===== config.mk =====
export PLATFORM = sky130hd
export DESIGN_NAME = ram_arbiter_flat
export DESIGN_NICKNAME = d
export VERILOG_FILES = /design/src/rtl/ram_arbiter_if.sv /design/src/rtl/ram_arbiter.sv /design/src/flat_wrapper.sv
export SDC_FILE = /design/constraint.sdc
export NUM_CORES = 1
export LEC_CHECK = 0
export ABC_AREA = 1
export CELL_PAD_IN_SITES_DETAIL_PLACEMENT = 1
export CELL_PAD_IN_SITES_GLOBAL_PLACEMENT = 2
export CORE_MARGIN = 2
export CORE_UTILIZATION = 10
export CTS_CLUSTER_DIAMETER = 120
export DETAILED_ROUTE_END_ITERATION = 7
export PLACE_DENSITY = 0.95
export SLEW_MARGIN = 20
export SYNTH_ARGS = -nofsm -noshare
export SYNTH_HDL_FRONTEND = slang
export SYNTH_SLANG_ARGS = --single-unit

===== constraint.sdc =====
create_clock -name CLK -period 1.5 [get_ports CLK]
set_input_delay 0.3 -clock CLK [delete_from_list [all_inputs] [get_ports CLK]]
set_output_delay 0.3 -clock CLK [all_outputs]
set_load 0.005 [all_outputs]

===== src/rtl/ram_arbiter_if.sv =====
// ---------------------------------------------------------------------------
// ram_arbiter_if
//   Bundles every bus-side signal of the single-port RAM arbiter:
//     - data side (coherence control):  cc_ramREN/WEN/addr/store in,
//                                       cc_ramload/cc_ramwait out
//     - instruction side (per CPU):      iREN/iaddr in, iload/iwait out
//     - memory side:                     ramREN/WEN/addr/store out,
//                                        ramload/ramstate in
//   Modports:
//     slave  : the arbiter's view (requests in, RAM commands out)
//     master : the environment's view (requesters plus memory model)
//   Parameter CPUS sets the number of instruction-fetch requesters.
// ---------------------------------------------------------------------------
interface ram_arbiter_if #(
  parameter int CPUS = 2
);
  // data side
  logic                   cc_ramREN;
  logic                   cc_ramWEN;
  logic [31:0]            cc_ramaddr;
  logic [31:0]            cc_ramstore;
  logic [31:0]            cc_ramload;
  logic                   cc_ramwait;
  // instruction side, one word_t per CPU
  logic [CPUS-1:0]        iREN;
  logic [CPUS-1:0][31:0]  iaddr;
  logic [CPUS-1:0][31:0]  iload;
  logic [CPUS-1:0]        iwait;
  // memory side
  logic                   ramREN;
  logic                   ramWEN;
  logic [31:0]            ramaddr;
  logic [31:0]            ramstore;
  logic [31:0]            ramload;
  logic [1:0]             ramstate;

  modport slave (
    input  cc_ramREN, cc_ramWEN, cc_ramaddr, cc_ramstore,
    output cc_ramload, cc_ramwait,
    input  iREN, iaddr,
    output iload, iwait,
    output ramREN, ramWEN, ramaddr, ramstore,
    input  ramload, ramstate
  );

  modport master (
    output cc_ramREN, cc_ramWEN, cc_ramaddr, cc_ramstore,
    input  cc_ramload, cc_ramwait,
    output iREN, iaddr,
    input  iload, iwait,
    input  ramREN, ramWEN, ramaddr, ramstore,
    output ramload, ramstate
  );
endinterface


===== src/rtl/ram_arbiter.sv =====
// ---------------------------------------------------------------------------
// ram_arbiter
//   Single-port RAM arbiter sitting behind coherence control. It merges the
//   data-side RAM requests with per-CPU instruction fetches onto the single
//   ramREN/ramWEN/ramaddr/ramstore port of the memory model.
//     - data traffic has priority over instruction fetches
//     - instruction fetches rotate round-robin across CPUs
//     - a starvation counter lets a pending fetch beat data after
//       STARVE_LIMIT consecutive data grants
//   Ports:
//     CLK   : clock, rising edge
//     nRST  : asynchronous active-low reset
//     bus   : ram_arbiter_if.slave (data side, per-CPU fetch side, RAM side)
//   Parameters:
//     CPUS         : number of instruction-fetch requesters
//     STARVE_LIMIT : data grants a pending fetch tolerates before it wins
//   Every bus output is combinational from the registered state and grant,
//   so an asynchronous reset drops the RAM enables immediately.
// ---------------------------------------------------------------------------
module ram_arbiter #(
  parameter int CPUS         = 2,
  parameter int STARVE_LIMIT = 8
) (
  input  logic           CLK,
  input  logic           nRST,
  ram_arbiter_if.slave   bus
);

  localparam int IDX_W = (CPUS > 1) ? $clog2(CPUS) : 1;
  localparam int CNT_W = $clog2(STARVE_LIMIT + 1);
  localparam logic [CNT_W-1:0] STARVE_MAX = CNT_W'(STARVE_LIMIT);

  typedef enum logic [1:0] {
    FREE   = 2'd0,
    BUSY   = 2'd1,
    ACCESS = 2'd2,
    ERROR  = 2'd3
  } ramstate_t;

  typedef enum logic [1:0] {
    ARB   = 2'd0,
    DATA  = 2'd1,
    INSTR = 2'd2
  } state_t;

  state_t             state;
  logic [IDX_W-1:0]   gnt_cpu;
  logic [IDX_W-1:0]   rr_ptr;
  logic [CNT_W-1:0]   starve_cnt;

  logic               data_req;
  logic               any_ireq;
  logic               ram_done;
  logic               data_may_win;

  // ---------------------------------------------------------------------
  // helpers
  // ---------------------------------------------------------------------

  // first requester at or after ptr, wrapping modulo CPUS
  function automatic logic [IDX_W-1:0] rr_pick(input logic [CPUS-1:0]  req,
                                               input logic [IDX_W-1:0] ptr);
    logic [IDX_W-1:0] sel;
    logic [IDX_W-1:0] cand;
    logic             found;
    int               idx;
    sel   = ptr;
    found = 1'b0;
    for (int k = 0; k < CPUS; k++) begin
      idx  = (int'(ptr) + k) % CPUS;
      cand = IDX_W'(idx);
      if (!found && req[cand]) begin
        sel   = cand;
        found = 1'b1;
      end
    end
    return sel;
  endfunction

  // grant index + 1, modulo CPUS
  function automatic logic [IDX_W-1:0] next_idx(input logic [IDX_W-1:0] idx);
    if (int'(idx) >= CPUS - 1)
      return '0;
    else
      return idx + 1'b1;
  endfunction

  // starvation counter increment that saturates at STARVE_LIMIT
  function automatic logic [CNT_W-1:0] sat_inc(input logic [CNT_W-1:0] cnt);
    if (cnt >= STARVE_MAX)
      return STARVE_MAX;
    else
      return cnt + 1'b1;
  endfunction

  // ---------------------------------------------------------------------
  // request decode
  // ---------------------------------------------------------------------
  assign data_req = bus.cc_ramREN | bus.cc_ramWEN;
  assign any_ireq = |bus.iREN;
  assign ram_done = (ramstate_t'(bus.ramstate) == ACCESS);

  // Data keeps priority until the pending fetch has starved. If the fetch
  // that built up the count has since gone away, nobody is left to take
  // the turn, so data must not be blocked by a stale count.
  assign data_may_win = (starve_cnt < STARVE_MAX) || !any_ireq;

  // ---------------------------------------------------------------------
  // arbitration FSM
  // ---------------------------------------------------------------------
  always_ff @(posedge CLK or negedge nRST) begin
    if (!nRST) begin
      state      <= ARB;
      gnt_cpu    <= '0;
      rr_ptr     <= '0;
      starve_cnt <= '0;
    end else begin
      case (state)
        ARB: begin
          if (data_req && data_may_win) begin
            state <= DATA;
            // one more data win while a fetch is waiting
            if (any_ireq)
              starve_cnt <= sat_inc(starve_cnt);
          end else if (any_ireq) begin
            state      <= INSTR;
            gnt_cpu    <= rr_pick(bus.iREN, rr_ptr);
            starve_cnt <= '0;
          end
        end
        DATA: begin
          // a dropped request abandons the transfer without completion;
          // BUSY/FREE/ERROR simply hold the grant
          if (!data_req || ram_done)
            state <= ARB;
        end
        INSTR: begin
          if (!bus.iREN[gnt_cpu]) begin
            // fetch withdrawn early: give up, keep the rotation where it was
            state <= ARB;
          end else if (ram_done) begin
            state  <= ARB;
            rr_ptr <= next_idx(gnt_cpu);
          end
        end
        default: state <= ARB;
      endcase
    end
  end

  // ---------------------------------------------------------------------
  // output steering
  // ---------------------------------------------------------------------
  logic                  ram_ren_c;
  logic                  ram_wen_c;
  logic [31:0]           ram_addr_c;
  logic [31:0]           ram_store_c;
  logic [31:0]           cc_load_c;
  logic                  cc_wait_c;
  logic [CPUS-1:0][31:0] iload_c;
  logic [CPUS-1:0]       iwait_c;

  always_comb begin
    ram_ren_c   = 1'b0;
    ram_wen_c   = 1'b0;
    ram_addr_c  = '0;
    ram_store_c = '0;
    cc_load_c   = '0;
    cc_wait_c   = 1'b1;
    iload_c     = '0;
    iwait_c     = '1;
    case (state)
      DATA: begin
        ram_addr_c  = bus.cc_ramaddr;
        ram_store_c = bus.cc_ramstore;
        ram_wen_c   = bus.cc_ramWEN;
        // read and write together: the write wins, the read is masked
        ram_ren_c   = bus.cc_ramREN & ~bus.cc_ramWEN;
        cc_load_c   = bus.ramload;
        cc_wait_c   = ~(ram_done && data_req);
      end
      INSTR: begin
        ram_ren_c        = 1'b1;
        ram_addr_c       = bus.iaddr[gnt_cpu];
        iload_c[gnt_cpu] = bus.ramload;
        iwait_c[gnt_cpu] = ~(ram_done && bus.iREN[gnt_cpu]);
      end
      default: ;
    endcase
  end

  assign bus.ramREN     = ram_ren_c;
  assign bus.ramWEN     = ram_wen_c;
  assign bus.ramaddr    = ram_addr_c;
  assign bus.ramstore   = ram_store_c;
  assign bus.cc_ramload = cc_load_c;
  assign bus.cc_ramwait = cc_wait_c;
  assign bus.iload      = iload_c;
  assign bus.iwait      = iwait_c;

  // ---------------------------------------------------------------------
  // invariants
  // ---------------------------------------------------------------------
  logic [CPUS:0] wait_lo;
  assign wait_lo = ~{iwait_c, cc_wait_c};

  // only one requester can be completing in any cycle
  a_one_done: assert property (@(posedge CLK) disable iff (!nRST)
    $onehot0(wait_lo));

  // the RAM is never asked to read and write at once
  a_no_rw: assert property (@(posedge CLK) disable iff (!nRST)
    !(ram_ren_c && ram_wen_c));

endmodule


===== src/flat_wrapper.sv =====
// flat-port wrapper written by rule: the top's interface ports become plain ports
module ram_arbiter_flat 
#(
  parameter int CPUS         = 2,
  parameter int STARVE_LIMIT = 8
)
  (CLK, nRST, bus_cc_ramREN, bus_cc_ramWEN, bus_cc_ramaddr, bus_cc_ramstore, bus_cc_ramload, bus_cc_ramwait, bus_iREN, bus_iaddr, bus_iload, bus_iwait, bus_ramREN, bus_ramWEN, bus_ramaddr, bus_ramstore, bus_ramload, bus_ramstate);
  ram_arbiter_if #(.CPUS(CPUS)) bus_i ();
  input  logic CLK;
  input  logic nRST;
  input wire logic [$bits(bus_i.cc_ramREN)-1:0] bus_cc_ramREN;
  input wire logic [$bits(bus_i.cc_ramWEN)-1:0] bus_cc_ramWEN;
  input wire logic [$bits(bus_i.cc_ramaddr)-1:0] bus_cc_ramaddr;
  input wire logic [$bits(bus_i.cc_ramstore)-1:0] bus_cc_ramstore;
  output wire logic [$bits(bus_i.cc_ramload)-1:0] bus_cc_ramload;
  output wire logic [$bits(bus_i.cc_ramwait)-1:0] bus_cc_ramwait;
  input wire logic [$bits(bus_i.iREN)-1:0] bus_iREN;
  input wire logic [$bits(bus_i.iaddr)-1:0] bus_iaddr;
  output wire logic [$bits(bus_i.iload)-1:0] bus_iload;
  output wire logic [$bits(bus_i.iwait)-1:0] bus_iwait;
  output wire logic [$bits(bus_i.ramREN)-1:0] bus_ramREN;
  output wire logic [$bits(bus_i.ramWEN)-1:0] bus_ramWEN;
  output wire logic [$bits(bus_i.ramaddr)-1:0] bus_ramaddr;
  output wire logic [$bits(bus_i.ramstore)-1:0] bus_ramstore;
  input wire logic [$bits(bus_i.ramload)-1:0] bus_ramload;
  input wire logic [$bits(bus_i.ramstate)-1:0] bus_ramstate;
  assign bus_i.cc_ramREN = bus_cc_ramREN;
  assign bus_i.cc_ramWEN = bus_cc_ramWEN;
  assign bus_i.cc_ramaddr = bus_cc_ramaddr;
  assign bus_i.cc_ramstore = bus_cc_ramstore;
  assign bus_cc_ramload = bus_i.cc_ramload;
  assign bus_cc_ramwait = bus_i.cc_ramwait;
  assign bus_i.iREN = bus_iREN;
  assign bus_i.iaddr = bus_iaddr;
  assign bus_iload = bus_i.iload;
  assign bus_iwait = bus_i.iwait;
  assign bus_ramREN = bus_i.ramREN;
  assign bus_ramWEN = bus_i.ramWEN;
  assign bus_ramaddr = bus_i.ramaddr;
  assign bus_ramstore = bus_i.ramstore;
  assign bus_i.ramload = bus_ramload;
  assign bus_i.ramstate = bus_ramstate;
  ram_arbiter #(.CPUS(CPUS), .STARVE_LIMIT(STARVE_LIMIT)) u_core (.CLK(CLK), .nRST(nRST), .bus(bus_i));
endmodule

=== Word-level counts from Yosys, hierarchy flattened ===
Index checks and enable logic that the tools add are counted.

* Equality and inequality tests: 6
* Div/mod/pow operators: 0
* $add $sub $neg: 3
* Shift operators: 0
* Order comparisons: 7
* Reductions and logical operators: 16
* Multiply operators: 0
* Bitwise operators: 9
* Mux-type cells: 36

{| class="wikitable"
|+ Operators with widths
! cell !! count
|-
| $mux 32 || 5
|-
| $and 64x64->64 || 1
|-
| $mux 64 || 1
|-
| $pmux 32 s2 || 1
|-
| $demux 32 s1 || 1
|-
| $mux 4 || 4
|-
| $mux 1 || 15
|-
| $mux 2 || 6
|-
| $reduce_and 3->1 || 3
|-
| $lt 1x2->1 const B || 3
|-
| $pmux 2 s3 || 1
|-
| $logic_and 1x1->1 || 5
|-
| $add 4x1->4 const B || 1
|-
| $eq 2x2->1 const B || 2
|-
| $ge 4x4->1 const B || 1
|-
| $lt 4x4->1 const B || 1
|-
| $not 1->1 || 4
|-
| $logic_not 1->1 || 3
|-
| $ne 3x1->1 const B || 1
|-
| $ne 3x2->1 const B || 1
|-
| $add 1x1->1 const B || 2
|-
| $eq 2x1->1 const B || 1
|-
| $ge 1x1->1 const B || 2
|-
| $logic_not 2->1 || 1
|-
| 10 further kinds || 11
|}

* Bits in read-only memories: 0
* Flip-flop bits (word level): 8
* Output and inout bits: 165
* Bits in latches: 0
* Word-level logic and storage cells: 81
* Input bits: 168
* Memories kept: 0
* Memory bits (writable): 0

=== Longest topological paths before layout ===
Gate-level depths: netlist (run 1).

* Depth after elaboration: 9
* Gate-level depth with buffers: 10
* Depth with buffers taken out: 8

=== Worst setup path after synthesis (run 1) ===
OpenSTA, ideal clock, no wires.

* Path kind: register to output
* Start point: register u_core.state[0]
* End point: output bus_ramaddr[14]
* Path slack: -0.009 ns
* Arrival time: 1.209 ns
* Buffers on the path: 2
* Cell stages (with the launch flop): 11
* Cell sequence: dfrtp_1 > inv_1 > ha_1 > buf_4 > nand2_4 > inv_4 > buf_6 > nand2_1 > nand3_1 > nand2_1 > inv_1

* Word-level cells in the longest chain between the ends: 2

{| class="wikitable"
|+ RTL lines
! element !! RTL line !! RTL
|-
| from (decl) || ram_arbiter.sv:46 || <nowiki>state_t state;</nowiki>
|-
| from (signal assigned) || ram_arbiter.sv:113 || <nowiki>state <= ARB;</nowiki>
|-
| from (signal assigned) || ram_arbiter.sv:121 || <nowiki>state <= DATA;</nowiki>
|-
| from (signal assigned) || ram_arbiter.sv:126 || <nowiki>state <= INSTR;</nowiki>
|-
| $eq 2x2->1 / $eq 2x1->1 (equally long branches) || ram_arbiter.sv:172 || <nowiki>case (state)</nowiki>
|-
| $pmux 32 s2 (*) || ram_arbiter.sv:172 ||
|-
| to (decl) || flat_wrapper.sv:23 || <nowiki>output wire logic [$bits(bus_i.ramaddr)-1:0] bus_ramaddr;</nowiki>
|}

Mark *: on every way between the ends. The rest lies on a longest branch, timed or not.

=== Worst setup path after layout (run 1) ===
* Start point: register u_core.state[1]
* End point: output bus_ramstore[25]

* Word-level cells in the longest chain between the ends: 2

{| class="wikitable"
|+ RTL lines
! element !! RTL line !! RTL
|-
| $eq 2x1->1 || ram_arbiter.sv:172 ||
|-
| $mux 32 || ram_arbiter.sv:172 ||
|-
| to (decl) || flat_wrapper.sv:24 || <nowiki>output wire logic [$bits(bus_i.ramstore)-1:0] bus_ramstore;</nowiki>
|}

Every way passes these cells.

==> run_results.csv, run 1 <==
group,metric,value,unit
outcome,run_status,"complete, but fails checks",
outcome,violations,"negative setup slack",
final_layout,syn_to_final_growth,270,%
worst_setup_path,r2r.worst_path.cells,12,
placed_design,io_buffer_count,332,
yosys,ys_top_cells_by_area,"nand2_1 (27%), inv_1 (23%), nand3_1 (15%)",
power,irDropWorstVdd,0.000562,V
final_layout,finalInstanceArea,8830,um^2
yosys,syn_avg_cell_area,4.54,um^2
clock_tree,cts_tree,"built",
yosys,netlist_top_cells_count,"nand2_1 (174), inv_1 (145), nand3_1 (72), nor2_1 (70), buf_2 (23)",
yosys,syn-cell-area,2390,um^2
placed_design,dp.cells,1183,
global_route,antenna_found_initial,2,
worst_setup_path,r2r-end,"u_core.state[1]",
timing,min_period,2010,ps
job,maxCapViolations,0,
detailed_routing,via_count,4976,
final_layout,drive_above_1_share,62.1,%
placed_design,place_area,6340,um^2
global_route,grt_max_degree,17,
yosys,synth_top_area_share,27.4,%
worst_setup_path,crit_path_start_kind,"flop",
timing,clock-skew-final,0.558,ps
detailed_routing,wire_per_inst,17.2,um
global_route,grt.overflow.total,0,
clock_tree,clockBufferDepth,2,
timing,setup_violations,167,
global_route,grt_first_pass_wirelength,28.9,mm
floorplan,initial_core_util,10.2,%
yosys,async_flop_share,100,%
timing,slew_viol_final,0,
timing,finalHoldViolations,0,
worst_setup_path,crit_arrival,1710,ps
floorplan,fp.dieH,159,um
hold_path,hold_class,"in2async",
clock_tree,clkSinkCount,8,
final_layout,finalCoreUtilization,37.6,%
clock_tree,clkLatencyLatePin,230,ps
detailed_routing,ant_nets,0,
yosys,synth_area_leader_cell,"nand2_1",
clock_tree,htree_levels,1,
detailed_routing,drtIter0Drc,117,
floorplan,ioPinCount,333,
yosys,synth.distinct_cells,23,
yosys,synth_edf_count,0,
yosys,synthFlopType,"dfrtp_1",
floorplan,die-area,25100,um^2
power,powerDensity,1490,nW/um^2
detailed_routing,dr.pass1.iters,5,
worst_setup_path,r2r_slack,-240,ps
yosys,ys_seq_elements,8,
worst_setup_path,r2r_start,"u_core.state[0]",
detailed_routing,avgViaCountPerCell,3.89,
floorplan,core,23500,um^2
yosys,synth_fp_nets,699,
global_route,globalRouteTotalUtil,15.2,%
timing,fin_crit_sh,134,%
worst_setup_path,end_kind,"primary output",
final_layout,nets,1134,
floorplan,fp-row-count,56,
timing,rsz0062_at_grt,"true",
detailed_routing,drc,0,
worst_setup_path,crit_type,"reg2out",
clock_tree,cts-root-buf,"clkbuf_16",
timing,setup_ws,-508,ps
yosys,ys_warn_count,0,
floorplan,dieWidth,159,um
yosys,synth_cells,526,
worst_setup_path,path_max_fanout,7,
placed_design,gp_congestion,0.763,
final_layout,final_cells,1279,
timing,max_slew_margin,72.5,%
global_route,grt_pass1_vias,5156,
power,power.static_leakage,4.99,nW
placed_design,hpwl,14.2,mm
placed_design,place_ws,-705,ps
timing,fmax,0.498,GHz
clock_tree,numCtsBuffers,3,
worst_setup_path,required,1200,ps
yosys,yosysMostFrequentCell,"nand2_1",
clock_tree,clkTransAtPathRegs,40,ps
yosys,yosysSeqAreaShare,8.39,%
timing,worstMarginPinSlew,411,ps
detailed_routing,totalWireLength,22.0,mm
## metrics by stage
step | hold slack [ps] | power [mW] | TNS [ps]
6_report | 370 | 13.1 | -63600
5_1_grt | 404 | 14.0 | -74900
4_1_cts | 377 | 11.1 | -70360
3_5_place_dp | 526 | 6.99 | -88230
3_3_place_gp | 500 | 6.89 | -79840
2_1_floorplan | 4.41 | 2.89 | 0
## cells in the final DEF (no fill, tap or decap), types with 2 or more instances in the layout
cell type | Yosys | routed
o21ai_0 | 5 | 3
ha_4 | 0 | 3
inv_2 | 2 | 62
buf_2 | 23 | 95
nand2_4 | 1 | 60
nor2_1 | 70 | 10
nand2_2 | 1 | 59
dfrtp_1 | 8 | 8
nand3_2 | 2 | 41
nand3_1 | 72 | 29
nand2_8 | 0 | 2
clkbuf_16 | 0 | 6
a21oi_1 | 3 | 2
buf_8 | 0 | 10
clkdlybuf4s50_1 | 0 | 163
inv_4 | 1 | 2
nor2_4 | 0 | 48
inv_1 | 145 | 83
buf_12 | 0 | 33
nand3_4 | 0 | 4
nand2_1 | 174 | 55
clkbuf_2 | 0 | 2
o21ai_1 | 1 | 2
buf_6 | 3 | 122
dlymetal6s2s_1 | 0 | 4
buf_4 | 2 | 22
buf_16 | 0 | 7
ha_1 | 5 | 2
nor2_2 | 0 | 12
## worst max path at each step
stage                     from          endpoint  cells after the start
2_1_floorplan  u_core.state[0]   bus_ramaddr[14]                     10
3_3_place_gp   u_core.state[0]   bus_ramaddr[24]                     10
3_5_place_dp   u_core.state[0]   bus_ramaddr[24]                     10
4_1_cts        u_core.state[1]   bus_ramaddr[11]                     11
5_1_grt        u_core.state[1]  bus_ramstore[25]                     10
6_report       u_core.state[1]  bus_ramstore[25]                     10
## final cells by class
class / instances / area, um^2
Multi-Input combinational cell: 339 / 2790
Tap cell: 319 / 399
Fill cell: 2783 / 14600
Inverter: 148 / 573
Clock buffer: 3 / 75.1
Antenna cell: 1 / 2.50
Timing Repair Buffer: 461 / 4780
Sequential cell: 8 / 200
## cell families (layout without fill, tap and decap cells)
| logic type | after synthesis | after routing | share of synthesized area (%) |
|---|---|---|---|
| other | 0 | 1 | 0 |
| buffers and inverters | 179 | 612 | 30.7 |
| AO/OA/AOI/OAI | 12 | 12 | 2.73 |
| adder cells (fa/ha/maj) | 5 | 5 | 2.62 |
| flip-flops | 8 | 8 | 8.39 |
| AND/OR/NAND/NOR | 322 | 322 | 55.6 |
## report_power, final
part / internal [mW] / leakage, nW / switching, mW
clock: 0.344 / 0.0370 / 0.109
combinational: 6.78 / 4.85 / 5.47
sequential: 0.313 / 0.0997 / 0.0920
## worst max-delay path, cell delays in order (launching register included)
cell	delay, ps
dfrtp_1	390
buf_6	130
inv_4	50
ha_4	230
buf_12	140
buf_16	120
buf_12	110
buf_8	110
nand2_4	50
inv_2	50
buf_6	90
## what timing repair did
item / CTS / global route
endpoints found under the setup margin: 167 / 173
gates cloned: 15 / 3
gates resized for setup: 893 / 378
buffers inserted: 76 / 17
pin swaps: 42 / 31
hold buffers: 0 / 0
## state kept, by name, indices dropped and copies added, names as in the netlist
signal and cells:
u_core.gnt_cpu 1, u_core.rr_ptr 1, u_core.starve_cnt 4, u_core.state 2
## routing by layer
| layer | vias up | wire, um | track usage [%] |
|---|---|---|---|
| li1 | 2377 | - | - |
| met1 | 2374 | 8050 | 15.7 |
| met2 | 204 | 12100 | 30.8 |
| met3 | 19 | 1660 | 4.38 |
| met4 | 2 | 209 | 1.67 |
| met5 | - | 13 | 0 |
(Power assumes the default switching activity.)
==> run 2: changes to the inputs <==
- ABC_AREA: 1 -> not set
- PLACE_DENSITY: 0.95 -> 0.86
==> run 2 against run 1 <==
Compared with the run above: the run still ends with negative setup slack left; cell count decreased by 19%; power increased by 1.8%; final area is 6.1% lower; flip-flop and latch count did not move; clock-buffer cell count increased by 1; non-clock buffer count fell by 6; critical endpoint is now bus_ramstore[28].
==> run_results.csv, run 2 <==
group,metric,value,unit
detailed_routing,drc,0,
timing,fin_crit_sh,141,%
final_layout,largest-register,"u_core.starve_cnt",
final_layout,drive_above_1_share,65.0,%
final_layout,largestRegisters,"u_core.starve_cnt: 4 flops, u_core.state: 2 flops",
timing,rsz0062_at_grt,"true",
power,clockPowerShare,3.5,%
timing,max_slew_margin,73.4,%
outcome,run_status,"complete, but fails checks",
placed_design,gp_congestion,0.740,
hold_path,hold_class,"in2async",
detailed_routing,dr.pass1.iters,4,
yosys,synth.area.mux_share,16.7,%
placed_design,place_area,6170,um^2
clock_tree,clkSinkCount,8,
yosys,synthAdderAreaFrac,2.70,%
final_layout,final_cells,1031,
timing,tns,-69900,ps
power,seqPwrFrac,3.2,%
timing,slew_viol_final,0,
power,p_sw,4.82,mW
clock_tree,clockBufferDepth,2,
yosys,synth_area_leader_cell,"and2_1",
worst_setup_path,max_stage_delay,400,ps
final_layout,final_common_cell,"clkdlybuf4s50_1",
final_layout,syn_to_final_growth,258,%
detailed_routing,totalWireLength,20.7,mm
clock_tree,clkLatencyLatePin,230,ps
yosys,synth-simple-area-share,48.5,%
final_layout,largest_register_ffs,4,
yosys,syn_avg_cell_area,7.24,um^2
global_route,globalRouteTotalUtil,14.9,%
worst_setup_path,crit_arrival,1810,ps
detailed_routing,drtIter0Drc,116,
global_route,grt_first_pass_wirelength,27.5,mm
yosys,ys_seq_elements,8,
detailed_routing,wire_per_inst,20.1,um
final_layout,finalInstanceArea,8290,um^2
power,swShare,36.1,%
yosys,synth_top_area_share,26.2,%
yosys,synth_cells,320,
job,maxCapViolations,0,
yosys,ys_top_cells_by_area,"and2_1 (26%), mux2_2 (16%), a22oi_1 (10%)",
worst_setup_path,path_common_cell,"buf_12",
global_route,grt.overflow.total,0,
yosys,async_flop_share,100,%
power,powerDensity,1610,nW/um^2
yosys,syn-cell-area,2320,um^2
power,irDropWorstVdd,0.000639,V
worst_setup_path,end_kind,"primary output",
timing,min_period,2110,ps
placed_design,dp.cells,936,
worst_setup_path,required,1200,ps
global_route,antenna_found_initial,0,
worst_setup_path,crit_path_start_kind,"flop",
worst_setup_path,path_max_fanout,5,
clock_tree,cts_hold_buffers,0,
worst_setup_path,crit_chain,"buf_6 -> ha_4 -> buf_12 -> buf_12 -> buf_12 -> buf_16 -> buf_12 -> and2_4 -> buf_6",
floorplan,die-area,24400,um^2
yosys,synth_compound_area_share,15.6,%
clock_tree,clkTransAtPathRegs,40,ps
placed_design,place_ws,-597,ps
detailed_routing,ant_nets,0,
floorplan,ioPinCount,333,
timing,setup_violations,167,
timing,clock-skew-final,6.51,ps
clock_tree,cts-root-buf,"clkbuf_16",
final_layout,layout_common_cells,"clkdlybuf4s50_1 (166), buf_6 (138), and2_4 (85)",
floorplan,dieWidth,156,um
yosys,synth_xor_area_share,0,%
clock_tree,cts_tree,"built",
timing,finalHoldWorstSlack,361,ps
yosys,yosysSeqAreaShare,8.64,%
placed_design,io_buffer_count,332,
power,comb_power_share,93.3,%
worst_setup_path,slowest_stage,"dfrtp_1",
worst_setup_path,crit_type,"reg2out",
power,intPower,8.53,mW
yosys,synthFlopType,"dfrtp_1",
floorplan,initial_core_util,10.2,%
timing,setup_ws,-608,ps
yosys,ys_warn_count,0,
final_layout,diodes,0,
placed_design,hpwl,12.1,mm
clock_tree,numCtsBuffers,3,
global_route,grt_max_degree,25,
timing,finalHoldViolations,0,
power,power.static_leakage,3.76,nW
yosys,synth.distinct_cells,28,
detailed_routing,avgViaCountPerCell,4.06,
yosys,synth_top_family_by_area,"simple AND/OR/NAND/NOR gates",
yosys,yosysMostFrequentCell,"and2_1",
yosys,synth_fp_nets,493,
floorplan,core,22700,um^2
global_route,grt_pass1_vias,4357,
detailed_routing,via_count,4182,
floorplan,fp-row-count,55,
outcome,violations,"negative setup slack",
yosys,synth_edf_count,0,
yosys,netlist_top_cells_count,"and2_1 (97), and3_1 (33), mux2_2 (33), nor2b_1 (33), a22oi_1 (32)",
final_layout,nets,920,
timing,fmax,0.474,GHz
clock_tree,htree_levels,1,
floorplan,fp.dieH,156,um
timing,worstMarginPinSlew,398,ps
run 2: cell count changes after synthesis, sizes merged, moves of 32 or more:
cell	change
nand2	-167
nor2b	+33
nor2	-64
a22oi	+32
inv	-143
and3	+32
nand3	-70
mux2	+34
and2	+97
run 2: cells by family after synthesis:
logic type      Yosys count
fa+ha+maj                 5
simple gates            185
compound gates           50
buf+inv                  38
mux                      34
flops                     8
run 2: timing repair:
action,4_1_cts,5_1_grt
pin swaps,25,23
endpoints found under the setup margin,167,171
gates cloned,24,5
setup buffers,55,27
gates resized for setup,785,259
run 2: area by class of cell:
type                            instances  area, um^2
Fill cell                            2517       14400
Timing Repair Buffer                  455        5030
Multi-Input combinational cell        274        2610
Tap cell                              285         357
Sequential cell                         8         203
Clock buffer                            4        78.8
Inverter                                5        21.3
run 2: power groups by stage:
stage	combinational (mW)	sequential, mW	clock (mW)
final	12.5	0.430	0.466
after global routing	13.2	0.446	0.494
after CTS	11.1	0.435	0.469
after detailed placement	6.73	0.401	0
after global placement	6.65	0.398	0
after floorplan	2.93	0.360	0
run 2: path summary, 6_finish.rpt:
check | startpoint | end | slack [ps] | cells after the start
hold / removal | nRST | u_core.state[0] | 360 | 1
max in group asynchronous | nRST | u_core.gnt_cpu | 840 | 1
setup reg to reg | u_core.state[0] | u_core.state[0] | -420 | 11
setup / recovery | u_core.state[0] | bus_ramstore[28] | -610 | 9
hold reg to reg | u_core.starve_cnt[2] | u_core.starve_cnt[2] | 540 | 1
min in group CLK | u_core.starve_cnt[2] | u_core.starve_cnt[2] | 540 | 1
run 2: stage by stage:
| stage | utilization [%] | power, mW |
|---|---|---|
| 2_1_floorplan | - | 3.29 |
| 3_5_place_dp | 27.2 | 7.13 |
| 3_3_place_gp | 27.2 | 7.05 |
| 5_1_grt | 36.5 | 14.1 |
| 4_1_cts | 33.4 | 12.0 |
| 6_report | 36.5 | 13.4 |
run 2: routing by layer:
layer,share of wire (%),routed length (um),track usage (%),vias up
met3,4.5,937,2.44,21
met1,42,8790,18.9,2036
met5,0,0,0,-
met2,52,10800,27.3,160
li1,-,-,-,1965
met4,1.1,236,1.44,0
run 2: critical path, delay by kind of cell, from the launching register on:
kind          cells  cell delay (ps)
fa+ha+maj         1              180
buf+inv           7              880
flops             1              400
simple gates      1              130
==> run 3: changes to the inputs <==
- PLACE_DENSITY: 0.86 -> not set
- PLACE_DENSITY_LB_ADDON: not set -> 0.1
==> run 3 against run 2 <==
Compared with the run above: setup slack gained 36 ps; the flow still finishes with violations (negative setup slack); via count shrank 4.4%; largest cell class unchanged; wire length shrank 0.82%; critical path depth shrank 1; clock power shrank 2%; non-clock buffer count shrank 20; power shrank 9.2%; clock-buffer cell count is the same; combinational power shrank 9.6%; largest power group unchanged; clock skew shrank 1.6 ps; cell count shrank 1.9%; sequential share of layout area grew 0.077 points.
==> run_results.csv, run 3 (same netlist as run 2, synthesis figures left out) <==
group,metric,value,unit
outcome,run_status,"complete, but fails checks",
outcome,violations,"negative setup slack",
clock_tree,clkTransAtPathRegs,40,ps
worst_setup_path,required,1200,ps
floorplan,initial_core_util,10.2,%
timing,worstMarginPinSlew,364,ps
placed_design,io_buffer_count,332,
final_layout,layout_common_cells,"clkdlybuf4s50_1 (171), buf_6 (137), and2_4 (94)",
final_layout,nets,900,
worst_setup_path,crit_path_start_kind,"flop",
clock_tree,clockBufferDepth,2,
detailed_routing,wire_per_inst,20.3,um
clock_tree,cts-root-buf,"clkbuf_16",
worst_setup_path,path_max_fanout,5,
detailed_routing,via_count,4000,
timing,max_slew_margin,75.5,%
global_route,grt.overflow.total,0,
power,powerDensity,1520,nW/um^2
power,comb_power_share,92.8,%
final_layout,nFillCells,2505,
placed_design,hpwl,14.0,mm
power,power.static_leakage,3.60,nW
power,clockPowerShare,3.8,%
timing,setup_violations,168,
final_layout,largest-register,"u_core.starve_cnt",
power,swShare,36.2,%
detailed_routing,drc,0,
power,irDropWorstVdd,0.000513,V
clock_tree,cts_hold_buffers,0,
floorplan,fp.dieH,156,um
global_route,globalRouteTotalUtil,15.6,%
global_route,antenna_found_initial,1,
final_layout,final_common_cell,"clkdlybuf4s50_1",
power,p_total,12.1,mW
detailed_routing,avgViaCountPerCell,3.96,
timing,rsz0062_at_grt,"true",
placed_design,gp_congestion,0.757,
worst_setup_path,slowest_stage,"dfrtp_1",
power,seqPwrFrac,3.4,%
timing,clock-skew-final,4.92,ps
worst_setup_path,cp_top_family,"buffers and inverters",
floorplan,dieWidth,156,um
floorplan,fp-row-count,55,
global_route,grt_max_degree,24,
placed_design,place_ws,-613,ps
global_route,grt_first_pass_wirelength,28.6,mm
hold_path,hold_class,"in2async",
detailed_routing,ant_nets,0,
job,maxCapViolations,0,
power,p_sw,4.39,mW
timing,fmax,0.482,GHz
clock_tree,htree_levels,1,
power,intPower,7.74,mW
timing,setup_ws,-573,ps
detailed_routing,drtIter0Drc,118,
final_layout,diodes,0,
final_layout,drive_above_1_share,62.5,%
detailed_routing,dr.pass1.iters,4,
worst_setup_path,path_buf_inv,5,
floorplan,ioPinCount,333,
final_layout,largest_register_ffs,4,
worst_setup_path,max_stage_delay,400,ps
floorplan,core,22700,um^2
worst_setup_path,crit_chain,"buf_6 -> ha_4 -> and2b_4 -> buf_12 -> buf_16 -> buf_12 -> and2_4 -> buf_6",
final_layout,largestRegisters,"u_core.starve_cnt: 4 flops, u_core.state: 2 flops",
detailed_routing,totalWireLength,20.6,mm
worst_setup_path,end_kind,"primary output",
worst_setup_path,crit_arrival,1770,ps
timing,finalHoldWorstSlack,352,ps
timing,slew_viol_final,0,
global_route,grt_pass1_vias,4412,
timing,fin_crit_sh,138,%
final_layout,syn_to_final_growth,245,%
clock_tree,cts_tree,"built",
clock_tree,numCtsBuffers,3,
timing,min_period,2070,ps
clock_tree,clkLatencyLatePin,230,ps
worst_setup_path,crit_type,"reg2out",
timing,finalHoldViolations,0,
timing,tns,-66810,ps
clock_tree,clkSinkCount,8,
floorplan,die-area,24400,um^2
-- run 3: cell count changes in the layout (fill, tap and decap cells not counted), moves of 4 or more --
| cell | delta |
|---|---|
| clkdlybuf4s50_1 | +5 |
| and2_1 | -9 |
| buf_2 | -13 |
| clkbuf_2 | -4 |
| nor2b_1 | +9 |
| clkdlybuf4s15_2 | +4 |
| nor2b_4 | -7 |
| mux2_4 | -7 |
| and2_4 | +9 |
| buf_12 | -5 |
| mux2_2 | +7 |
| buf_4 | -5 |
-- run 3: final timing paths --
check,from,endpoint,slack (ps),depth (start not counted)
max,u_core.state[1],bus_iload[22],-570,8
min,nRST,u_core.rr_ptr,350,1
max reg2reg,u_core.state[0],u_core.state[0],-270,10
min reg2reg,u_core.starve_cnt[2],u_core.starve_cnt[2],490,1
max in group asynchronous,nRST,u_core.gnt_cpu,860,1
min in group CLK,u_core.starve_cnt[2],u_core.starve_cnt[2],490,1
-- run 3: layout make-up --
cell class	count	area [um^2]	share of cell area [%]
well taps	285	357	4.46
multi-input cells	274	2530	31.6
inverters	5	18.8	0.235
clock buffers	4	78.8	0.986
flip-flops and latches	8	201	2.52
repair buffers	435	4810	60.2
-- run 3: worst register-to-register path: cells and delay by family, from the launching register on --
| family | cells | cell delay, ps |
|---|---|---|
| buf+inv | 5 | 620 |
| flops | 1 | 390 |
| compound gates | 2 | 350 |
| fa+ha+maj | 1 | 190 |
| simple gates | 2 | 130 |
-- run 3: power by group through the flow --
stage,sequential [mW],clock [mW],combinational (mW)
floorplan,0.360,0,2.93
global placement,0.410,0,6.90
detailed placement,0.420,0,6.91
CTS,0.407,0.470,11.1
global route,0.424,0.484,12.0
finish,0.410,0.458,11.3
-- run 3: per-layer routing --
layer  global-route usage [%]  up-vias  part of all wire [%]  routed length [um]
li1                         -     1909                     -                   -
met1                     18.0     1902                    39                7990
met2                     30.3      167                    54               11000
met3                     2.58       20                   5.9                1220
met4                     2.36        2                   1.6                 328
met5                        0        -                 0.058                  12
-- run 3: per-stage QoR --
stage	instances	util, %	cell area (um^2)
2_1_floorplan	320	-	2340
3_3_place_gp	938	27.3	6200
3_5_place_dp	938	27.3	6200
4_1_cts	1013	33.9	7690
5_1_grt	1011	35.2	7990
6_report	1011	35.2	7990
-- run 3: timing repair --
item                                    4_1_cts  5_1_grt
setup buffers                                54        8
pin swaps                                    35       14
gates resized for setup                     865      119
endpoints found under the setup margin      169      171
gates cloned                                 20        2
